[config.mk]
export PLATFORM = sky130hd
export DESIGN_NAME = fp16_result_serializer
export DESIGN_NICKNAME = d
export VERILOG_FILES = /design/src/rtl/fp_afpm_pkg.sv /design/src/rtl/afpm_sync_fifo.sv /design/src/rtl/fp16_result_serializer.sv
export SDC_FILE = /design/constraint.sdc
export NUM_CORES = 1
export LEC_CHECK = 0
export BUFFER_PORTS_ARGS = -buffer_cell sky130_fd_sc_hd__buf_4
export CORE_MARGIN = 2
export CORE_UTILIZATION = 38
export CTS_BUF_LIST = sky130_fd_sc_hd__clkbuf_8
export CTS_CLUSTER_SIZE = 12
export DETAILED_ROUTE_END_ITERATION = 7
export SYNTH_ARGS = -nofsm -noshare
export SYNTH_HDL_FRONTEND = slang
export SYNTH_SLANG_ARGS = --single-unit
[constraint.sdc]
create_clock -name clk -period 2.35 [get_ports clk]
set_clock_uncertainty 0.2 [all_clocks]
set_input_delay 0.235 -clock clk [delete_from_list [all_inputs] [get_ports clk]]
set_output_delay 0.235 -clock clk [all_outputs]
set_load 0.01 [all_outputs]
[src/rtl/fp_afpm_pkg.sv]
// rtl/fp_afpm_pkg.sv - shared FP16 field, flag and serializer state definitions
package fp_afpm_pkg;

    localparam int FP16_W       = 16;
    localparam int FP16_SIGN    = 15;
    localparam int FP16_EXP_MSB = 14;
    localparam int FP16_EXP_LSB = 10;
    localparam int FP16_MAN_MSB = 9;
    localparam int FP16_MAN_LSB = 0;

    localparam int FP16_FLAG_W = 4;
    localparam int FLG_NAN     = 3;
    localparam int FLG_INF     = 2;
    localparam int FLG_ZERO    = 1;
    localparam int FLG_OVF     = 0;

    localparam int BYTE_W = 8;

    typedef enum logic [1:0] {
        ST_IDLE = 2'd0,
        ST_LO   = 2'd1,
        ST_HI   = 2'd2
    } ser_state_e;

endpackage

[src/rtl/afpm_sync_fifo.sv]
// rtl/afpm_sync_fifo.sv - synchronous FIFO with combinational head read
module afpm_sync_fifo #(
    parameter int DEPTH = 2,
    parameter int WIDTH = 20
) (
    input  logic             clk,
    input  logic             rst_n,
    input  logic             push,
    input  logic [WIDTH-1:0] din,
    input  logic             pop,
    output logic [WIDTH-1:0] dout,
    output logic             full,
    output logic             empty
);

    localparam int AW = (DEPTH > 1) ? $clog2(DEPTH) : 1;

    logic [WIDTH-1:0] mem_q [DEPTH];
    logic [WIDTH-1:0] mem_d [DEPTH];
    logic [AW:0]      wr_ptr_q, wr_ptr_d;
    logic [AW:0]      rd_ptr_q, rd_ptr_d;
    logic             do_push;
    logic             do_pop;

    // The extra pointer MSB tells full (MSBs differ) from empty (MSBs equal).
    assign empty = (wr_ptr_q == rd_ptr_q);
    assign full  = (wr_ptr_q[AW] != rd_ptr_q[AW]) &&
                   (wr_ptr_q[AW-1:0] == rd_ptr_q[AW-1:0]);
    assign dout  = mem_q[rd_ptr_q[AW-1:0]];

    assign do_push = push & ~full;
    assign do_pop  = pop & ~empty;

    always_comb begin
        mem_d    = mem_q;
        wr_ptr_d = wr_ptr_q;
        rd_ptr_d = rd_ptr_q;
        if (do_push) begin
            mem_d[wr_ptr_q[AW-1:0]] = din;
            wr_ptr_d = wr_ptr_q + 1'b1;
        end
        if (do_pop) begin
            rd_ptr_d = rd_ptr_q + 1'b1;
        end
    end

    always_ff @(posedge clk or negedge rst_n) begin
        if (!rst_n) begin
            for (int i = 0; i < DEPTH; i++) begin
                mem_q[i] <= '0;
            end
            wr_ptr_q <= '0;
            rd_ptr_q <= '0;
        end else begin
            mem_q    <= mem_d;
            wr_ptr_q <= wr_ptr_d;
            rd_ptr_q <= rd_ptr_d;
        end
    end

endmodule

[src/rtl/fp16_result_serializer.sv]
// rtl/fp16_result_serializer.sv - buffers FP16 results and emits them as two byte beats
module fp16_result_serializer
    import fp_afpm_pkg::*;
#(
    parameter int DEPTH  = 2,
    parameter int DATA_W = 16,
    parameter int FLAG_W = 4,
    parameter int CNT_W  = 8
) (
    input  logic              clk,
    input  logic              rst_n,
    input  logic              ena,
    input  logic              in_valid,
    output logic              in_ready,
    input  logic [DATA_W-1:0] in_data,
    input  logic [FLAG_W-1:0] in_flags,
    input  logic              out_ready,
    output logic [BYTE_W-1:0] out_byte,
    output logic              out_valid,
    output logic              out_first,
    output logic [FLAG_W-1:0] out_flags,
    output logic [CNT_W-1:0]  drop_cnt
);

    localparam int ENTRY_W = DATA_W + FLAG_W;

    ser_state_e          state_q, state_d;
    logic [BYTE_W-1:0]   hi_byte_q, hi_byte_d;
    logic [BYTE_W-1:0]   out_byte_q, out_byte_d;
    logic                out_valid_q, out_valid_d;
    logic                out_first_q, out_first_d;
    logic [FLAG_W-1:0]   out_flags_q, out_flags_d;
    logic [CNT_W-1:0]    drop_cnt_q, drop_cnt_d;

    logic                fifo_full;
    logic                fifo_empty;
    logic                fifo_push;
    logic                fifo_pop;
    logic [ENTRY_W-1:0]  fifo_head;
    logic [DATA_W-1:0]   head_data;
    logic [FLAG_W-1:0]   head_flags;

    // Readiness ignores same-cycle pops so a full FIFO always refuses.
    assign in_ready  = ena & ~fifo_full & rst_n;
    assign fifo_push = in_valid & in_ready;

    assign head_data  = fifo_head[DATA_W-1:0];
    assign head_flags = fifo_head[ENTRY_W-1:DATA_W];

    afpm_sync_fifo #(
        .DEPTH (DEPTH),
        .WIDTH (ENTRY_W)
    ) u_fifo (
        .clk   (clk),
        .rst_n (rst_n),
        .push  (fifo_push),
        .din   ({in_flags, in_data}),
        .pop   (fifo_pop),
        .dout  (fifo_head),
        .full  (fifo_full),
        .empty (fifo_empty)
    );

    always_comb begin
        state_d     = state_q;
        hi_byte_d   = hi_byte_q;
        out_byte_d  = out_byte_q;
        out_valid_d = out_valid_q;
        out_first_d = out_first_q;
        out_flags_d = out_flags_q;
        drop_cnt_d  = drop_cnt_q;
        fifo_pop    = 1'b0;

        if (ena) begin
            if (in_valid && !in_ready && (drop_cnt_q != {CNT_W{1'b1}})) begin
                drop_cnt_d = drop_cnt_q + 1'b1;
            end

            unique case (state_q)
                ST_IDLE: begin
                    if (!fifo_empty) begin
                        fifo_pop    = 1'b1;
                        hi_byte_d   = head_data[DATA_W-1:BYTE_W];
                        out_byte_d  = head_data[BYTE_W-1:0];
                        out_first_d = 1'b1;
                        out_valid_d = 1'b1;
                        out_flags_d = head_flags;
                        state_d     = ST_LO;
                    end
                end
                ST_LO: begin
                    if (out_ready) begin
                        out_byte_d  = hi_byte_q;
                        out_first_d = 1'b0;
                        state_d     = ST_HI;
                    end
                end
                ST_HI: begin
                    if (out_ready) begin
                        if (!fifo_empty) begin
                            // Chain straight into the next frame without a bubble beat.
                            fifo_pop    = 1'b1;
                            hi_byte_d   = head_data[DATA_W-1:BYTE_W];
                            out_byte_d  = head_data[BYTE_W-1:0];
                            out_first_d = 1'b1;
                            out_valid_d = 1'b1;
                            out_flags_d = head_flags;
                            state_d     = ST_LO;
                        end else begin
                            out_valid_d = 1'b0;
                            out_first_d = 1'b0;
                            state_d     = ST_IDLE;
                        end
                    end
                end
                default: begin
                    state_d     = ST_IDLE;
                    out_valid_d = 1'b0;
                    out_first_d = 1'b0;
                end
            endcase
        end
    end

    always_ff @(posedge clk or negedge rst_n) begin
        if (!rst_n) begin
            state_q     <= ST_IDLE;
            hi_byte_q   <= '0;
            out_byte_q  <= '0;
            out_valid_q <= 1'b0;
            out_first_q <= 1'b0;
            out_flags_q <= '0;
            drop_cnt_q  <= '0;
        end else begin
            state_q     <= state_d;
            hi_byte_q   <= hi_byte_d;
            out_byte_q  <= out_byte_d;
            out_valid_q <= out_valid_d;
            out_first_q <= out_first_d;
            out_flags_q <= out_flags_d;
            drop_cnt_q  <= drop_cnt_d;
        end
    end

    assign out_byte  = out_byte_q;
    assign out_valid = out_valid_q;
    assign out_first = out_first_q;
    assign out_flags = out_flags_q;
    assign drop_cnt  = drop_cnt_q;

endmodule

# Yosys cells after proc, flatten, opt, wreduce, memory -nomap -nowiden
# Cells that the tools add are included.
word_totals:
  register_bits: 76
classes:
  reduce_logical: 13
  magnitude_cmp: 3
  eq_ne: 9
  n_mux: 30
  addsub: 3
  bitwise: 10
op_table:
  columns: ["cell", "n"]
  rows:
  - ["20-bit 2-to-1 mux", 4]
  - ["40-bit bitwise mux", 1]
  - ["8-bit 2-to-1 mux", 5]
  - ["8-bit case mux with 3 select lines", 1]
  - ["20-bit demux with 1-bit select", 1]
  - ["8-bit case mux with 2 select lines", 1]
  - ["4-bit AND reduction", 3]
  - ["8-bit by 1-bit adder with 8-bit output, second input constant", 1]
  - ["4-bit 2-to-1 mux", 2]
  - ["8-bit inequality test, second input constant", 1]
  - ["4-bit case mux with 2 select lines", 1]
  - ["1-bit 2-to-1 mux", 7]
  - ["2-bit 2-to-1 mux", 3]
  - ["2-bit inequality test, second input constant", 3]
  - ["1-bit case mux with 3 select lines", 2]
  - ["2-bit case mux with 3 select lines", 1]
  - ["1-bit AND", 5]
  - ["2-bit by 1-bit adder with 2-bit output, second input constant", 2]
  - ["2-bit >= comparator, second input constant", 2]
  - ["1-bit logical AND", 4]
  - ["1-bit inverter with 2-bit output", 2]
  - ["1-bit inverter", 3]
  - ["3-bit AND reduction", 1]
  - ["3-bit nonzero test", 1]
  - ["11 further kinds", 11]

# Depth between registers and ports, before layout
# Gate-level depths: netlist of run 1.
depth:
  depth_word: 9
  mapped_depth: 7

# Modules after synthesis
# A second synthesis of run 1 with hierarchy kept.
unflattened:
  cells_unflattened: 249
  hier_area_um2: 3627.2
by_module_without_submodules:
  columns: ["module", "seq_area_each_um2", "instances", "cells_per_inst", "area_per_inst_um2"]
  rows:
  - ["afpm_sync_fifo", 1101.1, 1, 134, 2057.0]
  - ["fp16_result_serializer", 800.8, 1, 115, 1570.3]

# Least setup slack after synthesis of run 1
# No wires, ideal clock.
synth_path:
  path_kind: "flip-flop to flip-flop"
  start: "reg u_fifo.rd_ptr_q[0]"
  end: "reg u_fifo.mem_q[20] (netlist name)"
  stages_incl_launch_ff: 8
  arrival_time_ns: 1.471
  setup_slack_ns: 0.554
  synth_period_minus_slack_ns: 1.796
  cell_sequence: "dfrtp_1 -> buf_2 -> xnor2_1 -> a21oi_2 -> buf_6 -> nand3b_4 -> buf_6 -> mux2_4"
synth_via:
  elab_chain_cells: 7
synth_rtl:
  columns: ["item", "line", "text"]
  rows:
  - ["from (decl)", "afpm_sync_fifo.sv:21", "logic [AW:0] rd_ptr_q, rd_ptr_d;"]
  - ["from (signal assigned)", "afpm_sync_fifo.sv:57", "rd_ptr_q <= rd_ptr_d;"]
  - ["1-bit equality test", "afpm_sync_fifo.sv:28", "(wr_ptr_q[AW-1:0] == rd_ptr_q[AW-1:0]);"]
  - ["1-bit logical AND", "afpm_sync_fifo.sv:27", "assign full = (wr_ptr_q[AW] != rd_ptr_q[AW]) &&"]
  - ["1-bit inverter", "fp16_result_serializer.sv:44", "assign in_ready = ena & ~fifo_full & rst_n;"]
  - ["1-bit AND (2 in a row)", "fp16_result_serializer.sv:44", null]
  - ["named net in_ready", "fp16_result_serializer.sv:14", "output logic in_ready,"]
  - ["1-bit AND", "fp16_result_serializer.sv:45", "assign fifo_push = in_valid & in_ready;"]
  - ["1-bit AND", "afpm_sync_fifo.sv:31", "assign do_push = push & ~full;"]
  - ["to (signal assigned)", "afpm_sync_fifo.sv:55", "mem_q <= mem_d;"]
  - ["to (decl)", "afpm_sync_fifo.sv:18", "logic [WIDTH-1:0] mem_q [DEPTH];"]
# The timed path passes the listed nets, and every way through them passes these cells.
# A chain may end at the register's enable or synchronous reset.

# Final worst setup path of run 1
layout_path:
  start: "in ena"
  end: "reg u_fifo.mem_q[30] (netlist name)"
layout_via:
  elab_chain_cells: 4
layout_rtl:
  columns: ["item", "line", "text"]
  rows:
  - ["from (decl)", "fp16_result_serializer.sv:12", "input logic ena,"]
  - ["1-bit AND (2 in a row)", "fp16_result_serializer.sv:44", null]
  - ["1-bit AND", "fp16_result_serializer.sv:45", null]
  - ["1-bit AND", "afpm_sync_fifo.sv:31", null]
# No other way between the ends.

==> run_results.csv, run 1 <==
group,metric,value,unit
setup_path,cp.required,2.38,ns
synthesis,synth_flop_cell,"dfrtp_1",
power,leakagePower,2.11,nW
clock_tree,post_cts_buffers,0,
clock_tree,ctsHoldBuffers,23,
placed_design,routabilityCongestion,0.771,
drt,drcViolationCount,0,
grt,track_usage,0.143,
setup_path,startpoint_type,"input port",
synthesis,yosysWarningCount,0,
die,initial_utilization,0.393,
synthesis,synth_nets,296,
synthesis,syn_area,3430,um^2
sta,final_hold_viol_count,0,
die,rows,34,
finish,diodes,0,
grt,grt_pass1_wl,11.0,mm
synthesis,synth_seq_area_share,0.554,
sta,rsz0062_at_grt,"no",
finish,finalNetCount,371,
clock_tree,cts_tree,"done",
clock_tree,cts_max_path_buffers,2,
worst_hold_path,hold_start,"in_valid",
clock_tree,clk_pin_slew,0.07,ns
clock_tree,root_buffer,"clkbuf_8",
sta,setup_tns,0,ns
run_status,status,"finished clean",
setup_path,worstReg2RegStart,"u_fifo.wr_ptr_q[0]$_DFFE_PN0N_",
synthesis,yosysTopAreaCellShare,0.554,
synthesis,synthCells,270,
finish,area_growth,26.0,%
synthesis,ys_seq_elements,76,
worst_hold_path,hold_path_class,"in -> reg",
finish,drive_gt1_frac,0.331,
drt,vias,2248,
power,power,5.41,mW
clock_tree,clock_sinks,76,
setup_path,startpoint,"ena",
synthesis,synthArstFlopShare,1.00,
finish,regArea,1900,um^2
clock_tree,cts_made_buffers,9,
sta,final.min_clock_period,2.14,ns
sta,fmax,466,MHz
die,io_pins,48,
grt,grt_max_degree,77,
drt,dr.first_iter.drc_count,64,
drt,drt-total-wl,6.54,mm
drt,vias_per_cell,4.91,
clock_tree,worstSkewPairLatency,0.35,ns
power,ir_worst_vdd,0.548,mV
synthesis,synth-edff-count,0,
drt,first_pass_iters,4,
die,coreArea,8720,um^2
sta,fin_crit_sh,0.913,
drt,routedWlPerCell,14.3,um
drt,postRouteAntennaNets,0,
setup_path,crit_fanout,20,
synthesis,avgSynthCellArea,12.7,um^2
setup_path,arrival,2.18,ns
synthesis,yosysMostFrequentCell,"dfrtp_1",
sta,final_max_slew_viol_count,0,
power,powerDensity,1250,nW/um^2
finish,multi_input_area,1410,um^2
grt,antenna_found_initial,0,
grt,grt_pass1_vias,2266,
placed_design,port_buffers,47,
setup_path,crit_type,"in -> reg",
clock_tree,h-tree-depth,3,
placed_design,place_hpwl,4.16,mm
flow_run,maxCapViolations,0,
synthesis,synth_common_cells,"dfrtp_1, mux2i_1, mux2_2",
finish,n_fill_cell,769,
grt,grt-ovfl-total,0,
die,die_w,99.0,um
sta,finalSetupViolCount,0,
sta,slew_headroom,0.360,
clock_tree,cts_resized,0,
sta,max_slew.worst_pin.slew,0.959,ns
synthesis,synth_area_leaders,"dfrtp_1, mux2_4, mux2i_1, mux2_2, o21ai_0",
synthesis,yosys.cell_types.count,35,
die,dieHeight,99.0,um
die,fp.dieArea,9800,um^2
setup_path,cp-end-kind,"flip-flop",
synthesis,synth_top_area_cell,"dfrtp_1",
==> through the flow <==
step           hold WS, ns  utilization  std cells  instance area (um^2)  setup WS (ns)
5_1_grt             0.0193        0.496        458                  4320          0.124
3_3_place_gp         0.266        0.447        419                  3900          0.275
2_1_floorplan       -0.261            -        270                  3430          0.554
6_report           0.00476        0.496        458                  4320          0.205
3_5_place_dp         0.274        0.447        419                  3900          0.246
4_1_cts            0.00184        0.496        458                  4320          0.215
==> layer usage <==
layer | global-route usage | vias to the layer above | wire length (um)
li1 | - | 1093 | -
met1 | 0.179 | 1100 | 3030
met2 | 0.234 | 46 | 3140
met3 | 0.0475 | 9 | 283
met4 | 0.0474 | 0 | 93
met5 | 0 | - | 0
==> layout by cell type (no fill, tap or decap), types with 5 or more instances in the layout <==
cell type,n
nor2_1,11
clkbuf_8,9
mux2_4,20
nand3_1,5
xor2_1,10
nand2_1,20
dlygate4sd3_1,23
a21oi_1,9
inv_1,11
buf_4,55
mux2_2,21
o21ai_0,18
dfrtp_1,76
mux2i_1,28
==> registers in the layout, summed over array words and instances (netlist names) <==
name             flops
u_fifo.wr_ptr_q      2
u_fifo.rd_ptr_q      2
out_byte             8
out_first            1
drop_cnt             8
hi_byte_q            8
u_fifo.mem_q        40
state_q              2
out_flags            4
out_valid            1
==> critical path, stage by stage <==
cell and delay [ns]:
dlygate4sd3_1 0.53, buf_4 0.18, nand2_1 0.08, a21oi_2 0.12
buf_4 0.20, nand3b_4 0.38, mux2_4 0.43
==> worst paths after layout <==
path	cells after the start	to	slack [ns]
max	7	u_fifo.mem_q[30]$_DFFE_PN0P_	0.21
min reg2reg	2	hi_byte_q[6]$_DFFE_PN0P_	0.29
min	3	u_fifo.wr_ptr_q[0]$_DFFE_PN0N_	0.005
min in group asynchronous	3	drop_cnt[2]$_DFFE_PN0P_	0.48
max in group asynchronous	3	u_fifo.mem_q[21]$_DFFE_PN0P_	0.85
max reg2reg	5	u_fifo.mem_q[30]$_DFFE_PN0P_	0.24
==> cell families (layout without fill, tap and decap cells) <==
| logic type | count (synthesis) | after routing | synth area share |
|---|---|---|---|
| xor+xnor | 14 | 14 | 0.0357 |
| fa+ha+maj | 1 | 1 | 0.00365 |
| buf+inv | 25 | 105 | 0.0365 |
| simple gates | 49 | 49 | 0.0697 |
| mux | 69 | 69 | 0.238 |
| compound gates | 36 | 36 | 0.0620 |
| flops | 76 | 76 | 0.554 |
==> area by class of cell <==
type / count / area share
well taps: 108 / 0.0313
clock buffers: 9 / 0.0287
clock inverters: 7 / 0.0153
repair buffers: 78 / 0.149
inverters: 11 / 0.00955
multi-input cells: 169 / 0.326
flip-flops and latches: 76 / 0.440
==> power breakdown <==
part,switching (mW),internal [mW],leakage [nW],total (mW)
registers,0.409,1.92,0.932,2.33
clock network,0.482,0.486,0.0992,0.968
logic,0.928,1.18,1.08,2.10
No activity file was read; power rests on OpenSTA's default activity.
==> run 2: changes to the inputs <==
- PLACE_DENSITY: default -> 0.54
==> run 2 against run 1 <==
Effect of this change: first-iteration DRC count decreased by 22%; hold slack gained 0.28 ns; global-route usage rose by 0.36 points; via count is 1.5% lower; clock power increased by 0.8%; clock-buffer cell count did not move; utilization rose by 0.22 points; final area is 0.43% higher; non-clock buffer count increased by 2; highest routed layer unchanged; flip-flop and latch count stayed put.
==> run_results.csv, run 2 (synthesized netlist as in run 1, its figures left out) <==
group,metric,value,unit
drt,drcViolationCount,0,
flow_run,maxCapViolations,0,
die,io_pins,48,
finish,multi_input_area,1410,um^2
die,fp.dieArea,9800,um^2
clock_tree,clock_sinks,76,
placed_design,port_buffers,47,
die,dieHeight,99.0,um
setup_path,startpoint,"u_fifo.rd_ptr_q[1]$_DFFE_PN0P_",
die,rows,34,
sta,slew_headroom,0.352,
setup_path,worstReg2RegStart,"u_fifo.rd_ptr_q[1]$_DFFE_PN0P_",
die,initial_utilization,0.393,
finish,regArea,1900,um^2
clock_tree,worstSkewPairLatency,0.35,ns
drt,drt-total-wl,6.50,mm
setup_path,crit_fanout,9,
finish,area_growth,26.5,%
drt,first_pass_iters,4,
placed_design,place_hpwl,4.27,mm
grt,grt-ovfl-total,0,
drt,vias,2215,
setup_path,crit_top_cell,"buf_4",
setup_path,cp.depth,4,
finish,final_common_cell,"dfrtp_1",
finish,largest_register_ffs,40,
sta,rsz0062_at_grt,"no",
sta,final_hold_viol_count,0,
setup_path,cp.required,1.91,ns
finish,fin_util,0.498,
drt,vias_per_cell,4.82,
power,powerDensity,1240,nW/um^2
grt,antenna_found_initial,0,
sta,layout_setup_ws,0.297,ns
sta,final.min_clock_period,2.05,ns
setup_path,path_cells,"xor2_1 > a21oi_2 > buf_4 > buf_4",
drt,postRouteAntennaNets,0,
finish,drive_gt1_frac,0.330,
setup_path,arrival,1.62,ns
clock_tree,cts_resized,0,
sta,fmax,487,MHz
clock_tree,cts_tree,"done",
power,leakagePower,2.11,nW
placed_design,routabilityCongestion,0.693,
die,die_w,99.0,um
finish,instances_no_fill,460,
drt,dr.first_iter.drc_count,50,
finish,n_fill_cell,777,
worst_hold_path,hold_start,"hi_byte_q[4]$_DFFE_PN0P_",
clock_tree,cts_max_path_buffers,2,
setup_path,crit_type,"reg -> out",
sta,max_slew.worst_pin.slew,0.971,ns
setup_path,path_delay_family,"flip-flops",
finish,diodes,0,
setup_path,startpoint_type,"flip-flop",
setup_path,cp-end-kind,"output port",
setup_path,crit_buf_inv,2,
run_status,status,"finished clean",
drt,routedWlPerCell,14.1,um
sta,fin_crit_sh,0.873,
placed_design,dp.cells,420,
grt,track_usage,0.147,
clock_tree,h-tree-depth,3,
setup_path,cp_slowest_stage_delay,0.41,ns
clock_tree,clk_pin_slew,0.08,ns
setup_path,critical_path.slowest_cell,"dfrtp_1",
grt,grt_pass1_wl,11.4,mm
clock_tree,root_buffer,"clkbuf_8",
sta,final_max_slew_viol_count,0,
finish,final_cell_area,4340,um^2
sta,setup_tns,0,ns
worst_hold_path,holdPathStages,2,
power,ir_worst_vdd,0.471,mV
setup_path,r2r_cells,4,
placed_design,place_area,3910,um^2
placed_design,place_ws,0.308,ns
finish,largest_register,"u_fifo.mem_q",
sta,finalSetupViolCount,0,
grt,grt_max_degree,77,
finish,most-common-layout-cells,"dfrtp_1, buf_4, mux2i_1, dlygate4sd3_1, mux2_2",
grt,grt_pass1_vias,2311,
worst_hold_path,hold_path_class,"reg -> reg",
clock_tree,cts_made_buffers,9,
finish,finalNetCount,373,
die,coreArea,8720,um^2
## run 2: routing by layer
layer | track usage | part of all wire
met1 | 0.204 | 0.50
met2 | 0.222 | 0.45
met3 | 0.0369 | 0.038
met4 | 0.0558 | 0.013
met5 | 0 | 0
## run 2: through the flow
step | hold WS [ns] | total power [mW]
floorplan | -0.261 | 3.76
global placement | 0.269 | 4.40
detailed placement | 0.276 | 4.45
CTS | 0.294 | 5.48
global route | 0.309 | 5.83
finish | 0.289 | 5.40
## run 2: tightest hold or removal path: cells and delay by family, from the launching register on
kind / cells / cell delay (ns)
flip-flops: 1 / 0.35
AND/OR/NAND/NOR: 1 / 0.05
AO/OA/AOI/OAI: 1 / 0.06
## run 2: cell type report
class / instances / share of cell area
Clock buffer: 9 / 0.0285
Multi-Input combinational cell: 169 / 0.325
Sequential cell: 76 / 0.438
Clock inverter: 7 / 0.0156
Inverter: 11 / 0.00951
Timing Repair Buffer: 80 / 0.152
Tap cell: 108 / 0.0311
## run 2: worst paths after layout
kind	end	slack (ns)
setup / recovery	in_ready	0.30
hold / removal	hi_byte_q[4]$_DFFE_PN0P_	0.29
setup reg to reg	u_fifo.mem_q[39]$_DFFE_PN0P_	0.31
hold reg to reg	hi_byte_q[4]$_DFFE_PN0P_	0.29
max in group asynchronous	state_q[0]$_DFFE_PN0P_	0.83
min in group asynchronous	drop_cnt[5]$_DFFE_PN0P_	0.45
## run 2: power by group
part / switching (mW) / internal, mW
logic: 0.923 / 1.17
clock network: 0.490 / 0.487
registers: 0.408 / 1.92
## run 2: repair_timing
item	in CTS	in global routing
hold buffers	24	0
endpoints found under the hold margin	107	0
setup buffers	0	0
